==> src/rtl/uart_pkg.sv <==
// Shared UART definitions: receiver FSM states, default line settings and
// the baud divisor helper used by both the receiver and the transmitter.
package uart_pkg;

    localparam int unsigned DEFAULT_CLK_FREQ  = 27000000;
    localparam int unsigned DEFAULT_BAUD_RATE = 9600;

    typedef enum logic [2:0] {
        RX_IDLE,
        RX_START,
        RX_DATA,
        RX_PARITY,
        RX_STOP
    } rx_state_t;

    // Clocks per bit period (integer division, remainder dropped).
    function automatic int unsigned bit_div(input int unsigned clk_hz,
                                            input int unsigned baud);
        return clk_hz / baud;
    endfunction

endpackage

==> src/rtl/uart_sync2.sv <==
// Two-flop synchronizer for a single asynchronous input bit. RESET_VAL sets
// the value both flops take while reset is asserted.
module uart_sync2 #(
    parameter logic RESET_VAL = 1'b1
) (
    input  logic clk,
    input  logic rst,
    input  logic i_d,
    output logic o_q
);

    logic r_meta;
    logic r_sync;

    // Shift the asynchronous input through two flops to settle metastability.
    always_ff @(posedge clk or posedge rst) begin
        if (rst) begin
            r_meta <= RESET_VAL;
            r_sync <= RESET_VAL;
        end else begin
            // NOTE: non-blocking assignments make both flops sample together,
            // giving a true two-stage pipeline instead of one collapsed flop.
            r_meta <= i_d;
            r_sync <= r_meta;
        end
    end

    assign o_q = r_sync;

endmodule

==> src/rtl/uart_rx.sv <==
// UART receiver, 8N1, LSB first, mid-bit sampling from a clock-derived
// baud counter. Define UART_RX_PARITY_EN to add an even-parity bit after
// bit 7 and the parity_err output.
module uart_rx
    import uart_pkg::*;
#(
    parameter int unsigned CLK_FREQ  = DEFAULT_CLK_FREQ,
    parameter int unsigned BAUD_RATE = DEFAULT_BAUD_RATE
) (
    input  logic       clk,
    input  logic       rst,
    input  logic       rx,
    output logic [7:0] data,
    output logic       valid,
    output logic       frame_err,
`ifdef UART_RX_PARITY_EN
    output logic       parity_err,
`endif
    output logic       busy
);

    localparam int unsigned BIT_DIV  = bit_div(CLK_FREQ, BAUD_RATE);
    localparam int unsigned HALF_DIV = BIT_DIV / 2;
    localparam int          CNT_W    = $clog2(BIT_DIV);

    localparam logic [CNT_W-1:0] BIT_LAST  = CNT_W'(BIT_DIV - 1);
    localparam logic [CNT_W-1:0] HALF_LAST = CNT_W'(HALF_DIV - 1);

    logic             w_rx_s;
    rx_state_t        r_state;
    rx_state_t        w_state_next;
    logic [CNT_W-1:0] r_cnt;
    logic [2:0]       r_idx;
    logic [7:0]       r_shift;
    logic [7:0]       r_data;
    logic             r_valid;
    logic             r_frame_err;
    logic             r_armed;
    logic             w_tick;
    logic             w_sample_data;
    logic             w_stop_done;
    logic             w_frame_ok;
    logic             w_frame_bad;
`ifdef UART_RX_PARITY_EN
    logic             w_sample_parity;
    logic             r_par_acc;
    logic             r_par_bad;
    logic             r_parity_err;
`endif

    uart_sync2 #(
        .RESET_VAL (1'b1)
    ) u_sync (
        .clk (clk),
        .rst (rst),
        .i_d (rx),
        .o_q (w_rx_s)
    );

    // FSM state register.
    always_ff @(posedge clk or posedge rst) begin
        if (rst) begin
            r_state <= RX_IDLE;
        end else begin
            r_state <= w_state_next;
        end
    end

    // Next-state logic and per-cycle sample strobes.
    always_comb begin
        // NOTE: every output of this block gets a default first so no path
        // leaves a signal unassigned, which would infer a latch.
        w_state_next  = r_state;
        w_tick        = 1'b0;
        w_sample_data = 1'b0;
        w_stop_done   = 1'b0;
`ifdef UART_RX_PARITY_EN
        w_sample_parity = 1'b0;
`endif
        case (r_state)
            RX_IDLE: begin
                if (r_armed && !w_rx_s) begin
                    w_state_next = RX_START;
                end
            end
            RX_START: begin
                if (r_cnt == HALF_LAST) begin
                    w_tick       = 1'b1;
                    // A line back high at mid start bit was only a glitch.
                    w_state_next = w_rx_s ? RX_IDLE : RX_DATA;
                end
            end
            RX_DATA: begin
                if (r_cnt == BIT_LAST) begin
                    w_tick        = 1'b1;
                    w_sample_data = 1'b1;
                    if (r_idx == 3'd7) begin
`ifdef UART_RX_PARITY_EN
                        w_state_next = RX_PARITY;
`else
                        w_state_next = RX_STOP;
`endif
                    end
                end
            end
`ifdef UART_RX_PARITY_EN
            RX_PARITY: begin
                if (r_cnt == BIT_LAST) begin
                    w_tick          = 1'b1;
                    w_sample_parity = 1'b1;
                    w_state_next    = RX_STOP;
                end
            end
`endif
            RX_STOP: begin
                if (r_cnt == BIT_LAST) begin
                    w_tick       = 1'b1;
                    w_stop_done  = 1'b1;
                    w_state_next = RX_IDLE;
                end
            end
            default: begin
                w_state_next = RX_IDLE;
            end
        endcase
    end

`ifdef UART_RX_PARITY_EN
    assign w_frame_ok = w_stop_done && w_rx_s && !r_par_bad;
`else
    assign w_frame_ok = w_stop_done && w_rx_s;
`endif
    assign w_frame_bad = w_stop_done && !w_frame_ok;

    // Baud counter: held at zero in IDLE, restarts on every sample point.
    always_ff @(posedge clk or posedge rst) begin
        if (rst) begin
            r_cnt <= '0;
        end else if (r_state == RX_IDLE || w_tick) begin
            r_cnt <= '0;
        end else begin
            r_cnt <= r_cnt + 1'b1;
        end
    end

    // Shift register, output byte, strobes and start-edge arming.
    always_ff @(posedge clk or posedge rst) begin
        if (rst) begin
            r_idx       <= 3'd0;
            r_shift     <= 8'h00;
            r_data      <= 8'h00;
            r_valid     <= 1'b0;
            r_frame_err <= 1'b0;
            r_armed     <= 1'b0;
        end else begin
            r_valid     <= w_frame_ok;
            r_frame_err <= w_frame_bad;
            if (w_frame_ok) begin
                r_data <= r_shift;
            end
            if (r_state == RX_IDLE) begin
                r_idx <= 3'd0;
            end else if (w_sample_data) begin
                r_shift[r_idx] <= w_rx_s;
                r_idx          <= r_idx + 3'd1;
            end
            // A low stop bit disarms edge detection until the line idles
            // high, so a held break yields one frame_err. A high stop bit
            // keeps it armed for a back-to-back start.
            if (w_stop_done) begin
                r_armed <= w_rx_s;
            end else if (r_state == RX_IDLE && w_rx_s) begin
                r_armed <= 1'b1;
            end
        end
    end

`ifdef UART_RX_PARITY_EN
    // Even-parity accumulation over data bits and check against parity bit.
    always_ff @(posedge clk or posedge rst) begin
        if (rst) begin
            r_par_acc    <= 1'b0;
            r_par_bad    <= 1'b0;
            r_parity_err <= 1'b0;
        end else begin
            r_parity_err <= w_frame_bad && r_par_bad;
            if (r_state == RX_IDLE) begin
                r_par_acc <= 1'b0;
                r_par_bad <= 1'b0;
            end else begin
                if (w_sample_data) begin
                    r_par_acc <= r_par_acc ^ w_rx_s;
                end
                if (w_sample_parity) begin
                    r_par_bad <= r_par_acc ^ w_rx_s;
                end
            end
        end
    end

    assign parity_err = r_parity_err;
`endif

    assign data      = r_data;
    assign valid     = r_valid;
    assign frame_err = r_frame_err;
    assign busy      = (r_state != RX_IDLE);

endmodule

==> config.mk <==
export PLATFORM = sky130hd
export DESIGN_NAME = uart_rx
export DESIGN_NICKNAME = d
export VERILOG_FILES = /design/src/rtl/uart_pkg.sv /design/src/rtl/uart_sync2.sv /design/src/rtl/uart_rx.sv
export SDC_FILE = /design/constraint.sdc
export NUM_CORES = 1
export LEC_CHECK = 0
export CAP_MARGIN = 20
export CORE_ASPECT_RATIO = 1.5
export CORE_UTILIZATION = 45
export CTS_CLUSTER_DIAMETER = 80
export DETAILED_ROUTE_END_ITERATION = 16
export PLACE_DENSITY_LB_ADDON = 0.25
export SETUP_SLACK_MARGIN = 0.2
export SYNTH_ARGS = -nofsm -noshare
export SYNTH_HDL_FRONTEND = slang
export SYNTH_SLANG_ARGS = --single-unit
==> constraint.sdc <==
create_clock -name clk -period 3.94 [get_ports clk]
set_clock_uncertainty 0.2 [all_clocks]
set_input_delay 0.788 -clock clk [delete_from_list [all_inputs] [get_ports clk]]
set_output_delay 0.788 -clock clk [all_outputs]
set_load 0.05 [all_outputs]
[Word level (Yosys, flattened, before mapping)]
Cells that the tools add are included.
Storage, ports and cells
  input bits: 3
  flip-flop bits (word level): 39
Operators by class
  eq/ne operators: 11
  reduce and logical (&&, ||, !) cells: 15
  $add $sub $neg: 2
  bitwise logic cells: 1
  order comparisons: 2
  muxes and demuxes: 20
Operators with widths (count)
  2-to-1 mux 3 bit: 7
  adder 12 x 1 -> 12 bit, second input constant: 1
  == test 12 x 11 -> 1 bit, second input constant: 1
  == test 12 bit, second input constant: 1
  2-to-1 mux 12 bit: 1
  case mux 3 bit (4 select lines): 1
  != test 2 bit, second input constant: 5
  bitwise mux 8 bit: 1
  2-to-1 mux 1 bit: 7
  == test 3 bit, second input constant: 2
  logical AND 1 bit: 5
  AND reduction 5 bit: 1
  less-than comparator 3 x 4 -> 1 bit, second input constant: 1
  nonzero test 2 bit: 2
  adder 3 x 1 -> 3 bit, second input constant: 1
  demux 1 bit (select 3 bit): 1
  == test 3 x 1 -> 1 bit, second input constant: 1
  == test 3 x 2 -> 1 bit, second input constant: 1
  greater-or-equal comparator 3 x 1 -> 1 bit, second input constant: 1
  zero test 3 bit: 1
  nonzero test 3 bit: 1
  zero test 1 bit: 2
  2-to-1 mux 2 bit: 1
  case mux 1 bit (2 select lines): 1
  4 further kinds: 4

[Logic depth before layout (Yosys ltp)]
Gate-level depths: netlist of run 1.
  word-level depth: 6
  mapped depth: 7
  mapped depth without buffers: 6

[Modules after synthesis]
A second synthesis of run 1 with hierarchy kept.
Unflattened totals
  cells, all modules: 168
  area total of the unflattened synthesis: 1905.6 sq um
Modules (own cells, without submodules)
  uart_rx: instances 1, seq. area each 925.9 sq um, area an instance 1849.3 sq um, cells each 165
  uart_sync2: instances 1, seq. area each 52.6 sq um, area an instance 56.3 sq um, cells each 3

[Worst setup path after synthesis of run 1]
OpenSTA, ideal clock, no wires.
  path type: flip-flop to flip-flop
  start: register r_cnt[2]
  end: register r_data[0], in the netlist data[0]
  cell stages (with the launch flop): 5
  setup slack: 1.654 ns
  arrival: 1.958 ns
  cell sequence: dfrtp_1 > or4b_4 > or3_1 > nor2_4 > mux2_1
Between the ends
  word-level cells in the longest chain between the ends: 4
Ends and longest elaborated chain
  start: declaration: line uart_rx.sv:32  | logic [CNT_W-1:0] r_cnt;
  start signal: assignment: line uart_rx.sv:142  | r_cnt <= r_cnt + 1'b1;
  == test 12 bit: line uart_rx.sv:116  | if (r_cnt == BIT_LAST) begin
  2-to-1 mux 1 bit: line uart_rx.sv:116
  2-to-1 mux 1 bit: line uart_rx.sv:80  | case (r_state)
  logical AND 1 bit: line uart_rx.sv:131  | assign w_frame_ok = w_stop_done && w_rx_s;
  end signal: assignment: line uart_rx.sv:159  | r_data <= r_shift;
  end: declaration: line uart_rx.sv:35  | logic [7:0] r_data;
Every way passes these cells.
A chain may end at the register's enable or synchronous reset.

[Worst setup path after layout of run 1]
  start: register r_state[2]
  end: output port busy
Between the ends
  word-level cells in the longest chain between the ends: 1
Ends and longest elaborated chain
  start: declaration: line uart_rx.sv:30  | rx_state_t r_state;
  start signal: assignment: line uart_rx.sv:65  | r_state <= w_state_next;
  nonzero test 3 bit: line uart_rx.sv:207  | assign busy = (r_state != RX_IDLE);
  end: declaration: line uart_rx.sv:19  | output logic busy
Every way passes these cells.

==> impl_results.md, run 1 <==
- Share of the synthesized area in the top cell type: 50.5%
- Crit path arrival time: 1.97 ns
- Clock buffer depth: 2
- Share of cells above drive strength 1: 12.8%
- Fillcell total: 353
- RSZ-0062 raised after global routing: no
- Fmax: 338 MHz
- GP Congestion: 0.790
- Largest net degree at the start of global routing: 21
- Crit end category: output pin
- DRC violation total after the first TritonRoute iteration: 29
- Die Wd: 54.1 um
- Outcome: finished, final reports clean
- CTS Root Cell: clkbuf_8
- Slew @ Worst Pin: 0.739 ns
- Gr ovfl total: 0
- Final Hold Vio Count: 0
- Number of enable flip-flop cells after synthesis: 0
- Die Y: 80.2 um
- Clock Pin Slew Worst Setup and Hold Paths: 0.08 ns
- Commonest non-fill, non-tap cell in the layout: dfrtp_1
- Most frequent cells in the layout: dfrtp_1, nor3_1, nand2_1
- Max-slew headroom: 50.7%
- Worst Hold Class: reg -> reg
- Synth Net Count: 171
- Total via count in the routed design: 1262
- Rows: 28
- CTS tree: yes
- Initial antenna violation count: 0
- Worst-Skew Late Latency: 0.29 ns
- DR pass1 iterations: 4
- Placeable Area: 3920 sq um
- VDD IR-drop max: 0.378 mV
- Wire length per cell: 14.6 um
- Setup violators final: 0
- Vias in the first global route: 1273
- Nets: 186
- Max Cap Violations: 0
- H-tree depth: 2
- Warnings, synthesis: 0
- Post-CTS Hold Buffers: 0
- TritonCTS Buffers: 5
- Avg Cell Area, Syn: 11.2 sq um
- Minimum hold slack: 0.159 ns
- Overall Global Routing Usage: 18.8%
- Die area: 4340 sq um
- Synth async-reset ratio: 100%
- Post-CTS Setup Bufs: 0
- Mapped Cells: 164
- #FFs+latches synth: 39
- Final worst slack: 0.983 ns
- Setup TNS: 0 ns
- Worst slack at placement: 1.30 ns
- Post-layout minimum cycle time: 2.96 ns
- Starting Density: 46.7%
- Layout area overhead: 15.9%
- Top Ports: 14
- Residual DRC: 0
- Vias/cell: 5.61
- CTS sink cnt: 39
- Final antenna-violating net count: 0
- Pwr Density: 442 nW/um^2
- # diodes: 0
- Synthesized area: 1830 sq um
- First-pass GRT wire length: 5.73 mm
- Post-DP HPWL: 2.45 mm
- Static Leak: 0.930 nW
- Worst-path maximum fanout: 9
- Startpoint Class: flip-flop
- Final period util: 75.0%
- Top cell type by total area after synthesis: dfrtp_1
- Max Slew Vio Count: 0
- Most used DFF post-synth: dfrtp_1
- Distinct cells, synth: 38
- Routed WL: 3.29 mm
- IO buf count: 13
- Sequential-to-total area share from yosys stat: 53.4%
- Post-cts resize count: 0
- Critical path type: reg -> out
- Worst path required time: 2.95 ns
- Top cells by area, synth: dfrtp_1, mux2_1, nor3_1, xnor2_1, dfstp_2
[state kept, by name (all words and copies together), names as in the netlist]
register / cells
r_armed: 1
r_cnt: 12
r_shift: 8
data: 8
u_sync.o_q: 1
r_idx: 3
valid: 1
frame_err: 1
u_sync.r_meta: 1
r_state: 3
[cell type report]
cell class	count	area (sq um)	share of cell area, %
Sequential cell	39	978	46.1
Multi-Input combinational cell	112	805	37.9
Timing Repair Buffer	15	145	6.83
Clock buffer	6	82.6	3.89
Tap cell	45	56.3	2.65
Clock inverter	2	35.0	1.65
Inverter	6	22.5	1.06
[layer usage]
metal | share of wire [%] | up-vias | wire length [um] | track usage [%]
li1 | - | 611 | - | -
met1 | 40 | 637 | 1320 | 19.9
met2 | 57 | 12 | 1870 | 32.8
met3 | 2.3 | 2 | 74 | 5.11
met4 | 0.70 | 0 | 23 | 8.97
met5 | 0 | - | 0 | 0
[through the flow]
stage	cell area (sq um)	utilization, %	instances	total power [mW]
final	2120	54.1	225	0.938
after floorplan	1830	-	164	0.572
after global placement	2010	51.1	217	0.594
after detailed placement	2010	51.1	217	0.605
after CTS	2120	54.1	225	0.953
after global routing	2120	54.1	225	0.991
[critical path, stage by stage (launching register included)]
cell and delay [ns]:
dfrtp_1 0.47, or3_1 0.48, clkdlybuf4s50_1 0.73
[power breakdown]
group | total, mW | internal, mW | switching, mW
combinational | 0.113 | 0.0525 | 0.0603
clock | 0.343 | 0.205 | 0.138
sequential | 0.482 | 0.438 | 0.0441
[Yosys cell counts, drive strengths merged, types with 2 or more instances]
master  number
nor2         8
dfstp        2
or2          2
clkbuf       6
inv          6
nand4        3
dfrtp       37
a21oi        2
nor3        16
nand2       14
nor2b        2
nor4         5
ha           4
mux2        16
or3          3
o21ai        2
xnor2        9
nand3       10
or4b         2
nand4b       2
[path summary, 6_finish.rpt]
check | start | end | slack, ns | cells past startpoint
worst min register to register | u_sync.r_meta | u_sync.o_q | 0.16 | 0
worst max register to register | r_cnt[2] | data[2] | 1.52 | 4
max in group asynchronous | rst | u_sync.r_meta | 2.02 | 3
worst min-delay path | u_sync.r_meta | u_sync.o_q | 0.16 | 0
worst max-delay path | r_state[2] | busy | 0.98 | 2
min in group asynchronous | rst | data[2] | 0.73 | 2
[kinds of logic (layout without fill, tap and decap cells)]
family	after synthesis	in the layout	share of synthesized area, %
muxes	17	17	10.4
buffers and inverters	13	29	2.73
adders and majority gates	4	4	2.73
DFF	39	39	53.4
xor gates and xnor gates	10	10	4.78
AOI/OAI and AO/OA	10	10	3.69
and+or+nand+nor	71	71	22.3
Note: power is estimated with default switching activity, not from simulation.
==> run 2, diff against run 1 <==
- clock period: 3.94 -> 3 ns (I/O delays scaled with it)
==> run 2 against run 1 <==
Effect of this change: wire length increased by 2.7%; clock-buffer cell count did not move; power increased by 31%; via count rose by 1.8%; largest power group unchanged; global-route usage is 0.16 points higher; combinational power increased by 31%; worst hold slack better by 0.0049 ns; critical path type unchanged; sequential power is 31% higher; non-clock buffer count grew 1; clock power up 30%.
==> impl_results.md, run 2 (synthesis results as in run 1) <==
- Outcome: finished, final reports clean
- Die Y: 80.2 um (unchanged)
- Clock buffer depth: 2 (unchanged)
- DR pass1 iterations: 5 (+1)
- Setup violators final: 0 (unchanged)
- Fillcell total: 357 (+1.1%)
- Fmax: 395 MHz
- CTS sink cnt: 39 (unchanged)
- Crit path arrival time: 1.73 ns (-0.24 ns)
- Post-layout minimum cycle time: 2.53 ns
- Wire length per cell: 14.9 um (+2.2%)
- TritonCTS Buffers: 5 (unchanged)
- Post-CTS Setup Bufs: 0 (unchanged)
- Final Hold Vio Count: 0 (unchanged)
- Logic pwr share: 12.1% (about the same)
- Top reg by flops: r_cnt
- Most frequent cells in the layout: dfrtp_1, nor3_1, nand2_1
- Clk network pwr share: 36.4% (-0.2 points)
- GP Congestion: 0.764 (-3.3%)
- Pwr Density: 577 nW/um^2 (+31%)
- First-pass GRT wire length: 5.80 mm (+1.1%)
- Worst path required time: 2.20 ns (-0.75 ns)
- Max-slew headroom: 59.4% (+8.7 points)
- Net Switching: 0.316 mW (+30%)
- Hold_sp: u_sync.r_meta
- Top routing layer in use: met4
- Vias in the first global route: 1257 (-1.3%)
- Startpoint Class: flip-flop
- Max Cap Violations: 0 (unchanged)
- Critical path type: reg -> out
- Routed wl met3: 105 um (+42%)
- Worst-Skew Late Latency: 0.29 ns (about the same)
- Setup TNS: 0 ns (unchanged)
- Met2 WL: 1.84 mm (-1.3%)
- VDD IR-drop max: 0.538 mV (+42%)
- Total via count in the routed design: 1285 (+1.8%)
- Gr ovfl total: 0 (unchanged)
- Minimum hold slack: 0.164 ns (+0.00489 ns)
- Int Pwr: 0.913 mW (+31%)
- Reg2reg end: data[4]
- Reg2reg path depth: 4 (unchanged)
- Sw frac: 25.7% (-0.15 points)
- Overall Global Routing Usage: 19.0% (+0.16 points)
- # diodes: 0 (unchanged)
- Die area: 4340 sq um (unchanged)
- Worst Hold Class: reg -> reg
- Crit end category: output pin
- Post-DP HPWL: 2.43 mm (-0.95%)
- CTS Root Cell: clkbuf_8
- Slew @ Worst Pin: 0.607 ns (-0.132 ns)
- Rows: 28 (unchanged)
- Residual DRC: 0 (unchanged)
- Share of cells above drive strength 1: 13.3% (+0.48 points)
- Max Slew Vio Count: 0 (unchanged)
- Nets: 187 (+0.54%)
- RSZ-0062 raised after global routing: no
- R2R setup slack: 0.56 ns (-0.96 ns)
- Max reg flops: 12 (unchanged)
- Vias/cell: 5.69 (+1.4%)
- Worst-path maximum fanout: 9 (unchanged)
- Commonest non-fill, non-tap cell in the layout: dfrtp_1
- Layout area overhead: 16.2%
- Hold worst-path end: u_sync.o_q
- Initial antenna violation count: 0 (unchanged)
- WHS Path Cells: 0 (unchanged)
- Placeable Area: 3920 sq um (unchanged)
- Starting Density: 46.7% (unchanged)
- Final antenna-violating net count: 0 (unchanged)
- WL met1: 1.37 mm (+3.5%)
- Largest net degree at the start of global routing: 40 (+90%)
- Reg-to-Reg Start: r_cnt[2]
- DRC violation total after the first TritonRoute iteration: 27 (-6.9%)
- Routed WL: 3.38 mm (+2.7%)
- IO buf count: 13 (unchanged)
- Clock Pin Slew Worst Setup and Hold Paths: 0.07 ns (about the same)
- Top Ports: 14 (unchanged)
- H-tree depth: 2 (unchanged)
- Static Leak: 0.933 nW (+0.35%)
- Post-CTS Hold Buffers: 0 (unchanged)
- Final period util: 84.3%
- Sequential power share: 51.5% (about the same)
- CTS tree: yes
- Die Wd: 54.1 um (unchanged)
==> run 2: repair_timing <==
action                                 in CTS  in global routing
resized for setup                           1                  0
setup endpoints to repair                   1                  0
endpoints found under the hold margin       0                  0
==> run 2: routing by layer <==
layer | up-vias | track usage (%)
met3 | 6 | 5.11
met2 | 28 | 33.7
met5 | - | 0
li1 | 614 | -
met1 | 637 | 20.5
met4 | 0 | 6.92
==> run 2: worst max-delay path by stage <==
stage / startpoint / to / slack [ns] / cells past startpoint
3_3_place_gp: r_state[2] / busy / 0.57 / 2
2_1_floorplan: r_cnt[2] / data[0] / 0.71 / 4
3_5_place_dp: r_state[2] / busy / 0.52 / 2
4_1_cts: r_state[2] / busy / 0.49 / 2
6_report: r_state[2] / busy / 0.47 / 2
5_1_grt: r_state[2] / busy / 0.41 / 2
==> run 2: per-stage QoR <==
stage | area [sq um] | cells | setup WS, ns | power [mW] | util (%)
6_report | 2130 | 226 | 0.471 | 1.23 | 54.3
3_3_place_gp | 2010 | 218 | 0.573 | 0.778 | 51.3
2_1_floorplan | 1830 | 164 | 0.714 | 0.752 | -
4_1_cts | 2130 | 226 | 0.486 | 1.24 | 54.3
3_5_place_dp | 2010 | 218 | 0.521 | 0.791 | 51.3
5_1_grt | 2130 | 226 | 0.405 | 1.29 | 54.3
==> run 2: critical path, stage by stage (launching register included) <==
cell           delay (ns)
dfrtp_1              0.47
or3_1                0.49
dlygate4sd2_1        0.47
==> run 2: area by class of cell <==
cell class | count | area [sq um] | share of cell area, %
clock buffers | 6 | 82.6 | 3.88
clock inverters | 2 | 35.0 | 1.64
inverters | 6 | 22.5 | 1.06
multi-input cells | 112 | 805 | 37.8
flip-flops and latches | 39 | 978 | 45.9
well taps | 45 | 56.3 | 2.64
repair buffers | 16 | 151 | 7.11
==> run 2: power groups by stage <==
stage	Clock (mW)	Combinational, mW	Sequential [mW]
after floorplan	0	0.126	0.626
after global placement	0	0.141	0.637
after detailed placement	0	0.150	0.642
after CTS	0.460	0.152	0.631
after global routing	0.482	0.171	0.641
final	0.447	0.148	0.633
